## src/rtl/router_slice_pkg.sv

```systemverilog
// router_slice_pkg: shared types and constants for the router output slice.
// Holds the per-channel state encoding and the stall-counter saturation value.
package router_slice_pkg;

    typedef enum logic [1:0] {
        EMPTY = 2'd0,
        ONE   = 2'd1,
        FULL  = 2'd2
    } slice_state_e;

    // Widest supported stall counter; a channel slices its own
    // saturation value out of this all-ones constant.
    localparam int CNT_W_MAX = 64;
    localparam logic [CNT_W_MAX-1:0] CNT_SAT_ALL = '1;

endpackage

```

## src/rtl/router_skid_ch.sv

```systemverilog
// router_skid_ch: one channel of the output slice, a registered valid/ready
// stage with a 2-entry skid buffer (main + skid) and synchronous flush.
// Ports: clk, reset_n (async low), cfg_flush, in_valid/in_data/in_ready
// (upstream), out_valid/out_data/out_ready (downstream).
// ROUTER_SLICE_STATS_EN adds stat_clr and a saturating stall_cnt.
module router_skid_ch
    import router_slice_pkg::*;
#(
    parameter int DATA_W = 32
`ifdef ROUTER_SLICE_STATS_EN
    ,
    parameter int CNT_W  = 16
`endif
) (
    input  logic              clk,
    input  logic              reset_n,
    input  logic              cfg_flush,
    input  logic              in_valid,
    input  logic [DATA_W-1:0] in_data,
    output logic              in_ready,
    output logic              out_valid,
    output logic [DATA_W-1:0] out_data,
`ifdef ROUTER_SLICE_STATS_EN
    input  logic              stat_clr,
    output logic [CNT_W-1:0]  stall_cnt,
`endif
    input  logic              out_ready
);

    slice_state_e      state_q;
    slice_state_e      state_d;
    logic [DATA_W-1:0] main_q;
    logic [DATA_W-1:0] main_d;
    logic [DATA_W-1:0] skid_q;
    logic [DATA_W-1:0] skid_d;
    logic              rdy_q;
    logic              accept;
    logic              take;

    assign in_ready  = rdy_q;
    assign out_valid = (state_q != EMPTY);
    assign out_data  = main_q;
    assign accept    = in_valid & rdy_q;
    assign take      = out_valid & out_ready;

    always_comb begin
        state_d = state_q;
        main_d  = main_q;
        skid_d  = skid_q;
        if (cfg_flush) begin
            // Flush overrides any accept/take this cycle.
            state_d = EMPTY;
            skid_d  = '0;
        end else begin
            unique case (state_q)
                EMPTY: begin
                    if (accept) begin
                        state_d = ONE;
                        main_d  = in_data;
                    end
                end
                ONE: begin
                    case ({accept, take})
                        2'b11: main_d = in_data;
                        2'b10: begin
                            state_d = FULL;
                            skid_d  = in_data;
                        end
                        2'b01: state_d = EMPTY;
                        default: ;
                    endcase
                end
                FULL: begin
                    if (take) begin
                        state_d = ONE;
                        main_d  = skid_q;
                    end
                end
                default: state_d = EMPTY;
            endcase
        end
    end

    always_ff @(posedge clk or negedge reset_n) begin
        if (!reset_n) begin
            state_q <= EMPTY;
            main_q  <= '0;
            skid_q  <= '0;
            rdy_q   <= 1'b0;
        end else begin
            state_q <= state_d;
            main_q  <= main_d;
            skid_q  <= skid_d;
            // Ready looks ahead at the next state so it stays registered.
            rdy_q   <= (state_d != FULL);
        end
    end

`ifdef ROUTER_SLICE_STATS_EN
    localparam logic [CNT_W-1:0] CNT_SAT = CNT_SAT_ALL[CNT_W-1:0];

    logic [CNT_W-1:0] cnt_q;

    assign stall_cnt = cnt_q;

    always_ff @(posedge clk or negedge reset_n) begin
        if (!reset_n) begin
            cnt_q <= '0;
        end else if (stat_clr) begin
            cnt_q <= '0;
        end else if (out_valid && !out_ready && cnt_q != CNT_SAT) begin
            cnt_q <= cnt_q + 1'b1;
        end
    end
`endif

endmodule

```

## src/rtl/router_ovalid_slice.sv

```systemverilog
// router_ovalid_slice: NUM_CH independent registered valid/ready slices
// between crossbar outputs and tile pins. Ports: clk, reset_n, cfg_flush,
// in_valid/in_data/in_ready, out_valid/out_data/out_ready (ch i at
// [i*DATA_W +: DATA_W]). ROUTER_SLICE_STATS_EN adds stat_clr, stall_cnt.
module router_ovalid_slice
    import router_slice_pkg::*;
#(
    parameter int NUM_CH = 4,
    parameter int DATA_W = 32,
    parameter int CNT_W  = 16
) (
    input  logic                     clk,
    input  logic                     reset_n,
    input  logic                     cfg_flush,
    input  logic [NUM_CH-1:0]        in_valid,
    input  logic [NUM_CH*DATA_W-1:0] in_data,
    output logic [NUM_CH-1:0]        in_ready,
    output logic [NUM_CH-1:0]        out_valid,
    output logic [NUM_CH*DATA_W-1:0] out_data,
`ifdef ROUTER_SLICE_STATS_EN
    input  logic                     stat_clr,
    output logic [NUM_CH*CNT_W-1:0]  stall_cnt,
`endif
    input  logic [NUM_CH-1:0]        out_ready
);

    if (NUM_CH < 1 || DATA_W < 1 || CNT_W < 1 ||
        CNT_W > CNT_W_MAX) begin : g_bad_param
        $error("router_ovalid_slice: bad parameters");
    end

    for (genvar i = 0; i < NUM_CH; i++) begin : g_ch
        router_skid_ch #(
            .DATA_W    (DATA_W)
`ifdef ROUTER_SLICE_STATS_EN
            ,
            .CNT_W     (CNT_W)
`endif
        ) u_ch (
            .clk       (clk),
            .reset_n   (reset_n),
            .cfg_flush (cfg_flush),
            .in_valid  (in_valid[i]),
            .in_data   (in_data[i*DATA_W +: DATA_W]),
            .in_ready  (in_ready[i]),
            .out_valid (out_valid[i]),
            .out_data  (out_data[i*DATA_W +: DATA_W]),
`ifdef ROUTER_SLICE_STATS_EN
            .stat_clr  (stat_clr),
            .stall_cnt (stall_cnt[i*CNT_W +: CNT_W]),
`endif
            .out_ready (out_ready[i])
        );
    end

endmodule

```

## config.mk

```make
export PLATFORM = sky130hd
export DESIGN_NAME = router_ovalid_slice
export DESIGN_NICKNAME = d
export VERILOG_FILES = /design/src/rtl/router_slice_pkg.sv /design/src/rtl/router_skid_ch.sv /design/src/rtl/router_ovalid_slice.sv
export SDC_FILE = /design/constraint.sdc
export NUM_CORES = 1
export LEC_CHECK = 0
export BUFFER_PORTS_ARGS = -buffer_cell sky130_fd_sc_hd__buf_2
export CAP_MARGIN = 30
export CELL_PAD_IN_SITES_DETAIL_PLACEMENT = 0
export CELL_PAD_IN_SITES_GLOBAL_PLACEMENT = 1
export CORE_ASPECT_RATIO = 0.5
export CORE_MARGIN = 2
export CORE_UTILIZATION = 40
export CTS_CLUSTER_SIZE = 12
export DETAILED_ROUTE_END_ITERATION = 10
export PLACE_DENSITY_LB_ADDON = 0.1
export SLEW_MARGIN = 20
export SYNTH_ARGS = -nofsm -noshare
export SYNTH_HDL_FRONTEND = slang
export SYNTH_HIERARCHICAL = 1
export SYNTH_SLANG_ARGS = --single-unit
```

## constraint.sdc

```tcl
create_clock -name clk -period 1.9 [get_ports clk]
set_input_delay 0.285 -clock clk [delete_from_list [all_inputs] [get_ports clk]]
set_output_delay 0.285 -clock clk [all_outputs]
set_load 0.1 [all_outputs]
```

==> results by group <==
Power and ir drop
  • Clock network power share: 0.232
  • Sw frac: 0.4595
  • PD cells: roughly 1300 nW/um^2
  • Max rail drop VDD: about 0.74 mV
  • LEAKAGE: 7.704 nW
  • Logic pwr share: 0.432
  • Power Internal: approximately 11 mW
  • Seq pwr share: 0.336
  • Net Sw Power: 9.691 mW

Drt
  • Routed WL: just over 30000 microns
  • DRC: 0
  • Pre-antenna DRT Iters: 6
  • Via density: 5.057
  • Routed WL per cell: 18.63 microns
  • 1st-iter DRT viols: 347
  • ANT nets after route: 0
  • Via count: about 8300

Setup path
  • Worst Setup End Kind: flip-flop
  • Worst reg2reg path depth: 9
  • Startpoint types: flip-flop
  • Crit Path Max Fanout: 9
  • R2r setup slk: -0.009 ns
  • FF-to-FF End: g_ch[3].u_ch/out_data[31]
  • Crit path kind: reg2reg
  • CP required: 2.31 ns
  • Reg-to-reg startpoint: g_ch[3].u_ch/state_q[0]
  • CP Data Arrival Time: between 2 and 2.5 ns

Global route
  • First-pass GRT wire length: 49020 microns
  • Pin count of the biggest net entering global routing: between 50 and 60
  • GRT Overall Usage: 0.1972
  • Vias in the first global route: 9016
  • Initial antenna violation count: 2
  • Gr ovfl total: 0

STA
  • Min cycle time layout: 1.909 ns
  • PnR worst setup slack: -0.009045 ns
  • Worst Clk Skew: 0.01641 ns
  • Slew at the pin closest to its max-slew limit: 0.5671 ns
  • Final setup TNS: -0.02079 ns
  • Final setup vio count: 3
  • Fin crit share: 1.005
  • Min Hold Slack: 0.02570 ns
  • Slew headroom: 0.6219
  • Hold Vio Cnt, Final: 0
  • Unrepaired setup endpoints after global routing: true
  • Final count of pins violating max slew: 0
  • F_max: 0.5238 GHz

Clock tree
  • TritonCTS Sinks: between 200 and 300
  • H-tree levels: 1
  • Clock Latency Late Sink: 0.54 ns
  • TritonCTS clock tree: done
  • Clock slew at reported path FFs: around 0.060 ns
  • Clock root buffer master: clkbuf_16
  • CTS buffer count: 27
  • Deepest clock path buffer count: 3

Place
  • Dpl cells: ~1500
  • GPL Wtd Cong: around 0.76
  • I/O Buffers: roughly 270
  • DP HPWL: ~20000 microns

Finish
  • Commonest non-fill, non-tap cells in the layout: buf_2, dfrtp_1, mux2_2
  • Non-Filler Instances: 1635
  • Seq. cell area: slightly below 7000 sq um
  • Multi-input logic area: 5036 sq um
  • Final nets: 1375
  • Area Overhead vs Synth: 40.41%
  • Most common cell after layout, fill and taps aside: buf_2
  • Fillcell total: between 2000 and 2500
  • Layout cell share with drive strength beyond 1: 0.5346

Hold path
  • Hold Path End: g_ch[2].u_ch/skid_q[7]
  • Hold Path Origin: in_data[71]
  • Hold Crit Depth: 2
  • Worst hold path type: in2reg

Floorplan
  • Io pins: 275
  • Initial Util: 0.4061
  • Core Box Area: between 20000 and 30000 sq um
  • Num rows: 44
  • Die width: approximately 250 microns
  • Die height: 125.1 microns
  • Die area: ~30000 sq um

Logic synthesis
  • Syn nets: 939
  • Yosys reg bits: approximately 270
  • Mapped Cells: 792
  • Seq/Total Area, Yosys: 0.5714
  • Mean post-synth cell area: about 15 sq um
  • YS warnings: 6
  • Count of cell types in the netlist: 24
  • Post-Syn Area: ~12000 sq um

Flow run
  • Max Cap Violations: 0

Status
  • Violated checks: negative setup slack
  • Status: finished with violations
flip-flops by register name (all words and copies together), names as in the netlist:
name                count
g_ch.u_ch/state_q       8
g_ch.u_ch/skid_q      128
g_ch.u_ch/in_ready      4
g_ch.u_ch/out_data    128
critical path, cell delays in order, from the launching register on:
cell,delay [ns]
dfrtp_2,0.40
or2_4,0.25
nand2_4,0.07
inv_2,0.04
ha_4,0.15
a21oi_4,0.16
a221oi_4,0.09
buf_6,0.17
clkbuf_16,0.17
mux2_4,0.30
worst max path at each step:
stage | start | end | cells past startpoint | slack, ns
6_report | g_ch[3].u_ch/state_q[0] | g_ch[3].u_ch/out_data[31] | 9 | -0.009
5_1_grt | g_ch[1].u_ch/state_q[0] | g_ch[1].u_ch/out_data[11] | 8 | -0.06
2_1_floorplan | g_ch[0].u_ch/state_q[1] | g_ch[0].u_ch/out_data[10] | 9 | -0.20
3_3_place_gp | g_ch[0].u_ch/in_ready | g_ch[0].u_ch/out_data[31] | 6 | 0.05
3_5_place_dp | g_ch[1].u_ch/state_q[0] | g_ch[1].u_ch/out_data[23] | 8 | 0.03
4_1_cts | g_ch[2].u_ch/in_ready | g_ch[2].u_ch/out_data[29] | 6 | 0.009
power groups by stage:
stage	logic, mW	clock network, mW	registers, mW
global placement	8.78	0	7.17
floorplan	1.67	0	12.6
CTS	9.04	5.04	7.10
detailed placement	8.82	0	7.19
finish	9.10	4.89	7.10
global route	9.39	5.32	7.21
layer usage:
layer / GRT usage / wire length (microns)
met1: 0.2640 / 13980
met2: 0.3315 / 14600
met3: 0.03843 / 1147
met4: 0.04599 / 720
met5: 0 / 0
logic make-up (layout without fill, tap and decap cells):
family                   after synthesis  count (layout)  synth area share
other                                  0               2                 0
flip-flops                           268             268            0.5714
buffers and inverters                 64             514           0.03539
AND/OR/NAND/NOR                       40              40           0.01962
multiplexers                         256             256            0.2456
adder cells (fa/ha/maj)                8               8          0.008529
AO/OA/AOI/OAI                        156             156            0.1194
layout make-up:
| cell class | count | share of cell area |
|---|---|---|
| well taps | 391 | 0.02969 |
| diodes | 2 | 0.0003037 |
| repair buffers | 463 | 0.2073 |
| inverters | 8 | 0.001822 |
| clock inverters | 3 | 0.001291 |
| flip-flops and latches | 268 | 0.4082 |
| multi-input cells | 460 | 0.3056 |
| clock buffers | 40 | 0.04579 |
stage by stage:
step           power (mW)  area (sq um)  setup slack (ns)  utilization
3_3_place_gp        15.94         14220           0.04869       0.4920
2_1_floorplan       14.29         12080           -0.1982            -
4_1_cts             21.18         16280          0.008737       0.5632
5_1_grt             21.92         16480          -0.05785       0.5700
3_5_place_dp        16.01         14220           0.02794       0.4920
6_report            21.09         16480         -0.009045       0.5701
cells in the mapped netlist:
cell type  instances  area share
and2_1             4      0.0021
a221oi_4           4      0.0090
buf_6             20       0.019
nor2b_1            4      0.0021
mux2_2           234        0.22
nand3b_1           4      0.0026
dfrtp_1          268        0.57
clkbuf_1          18      0.0058
mux2_1            22       0.021
buf_2             17      0.0072
buf_4              1     0.00064
nor3_1             4      0.0017
ha_1               8      0.0085
inv_1              8      0.0026
o32a_1             4      0.0034
nand2b_1           8      0.0043
a21oi_1            8      0.0034
a221oi_1           4      0.0030
a31oi_1            4      0.0021
o32ai_1            4      0.0030
or2_2              4      0.0021
or3_1              4      0.0021
nand2_1            8      0.0026
a22o_1           128       0.096
timing repair:
item,4_1_cts,5_1_grt
setup buffers,0,8
endpoints found under the hold margin,165,1
hold buffers,128,1
resized for setup,0,27
setup endpoints to repair,0,97
Note: power is estimated with default switching activity, not from simulation.
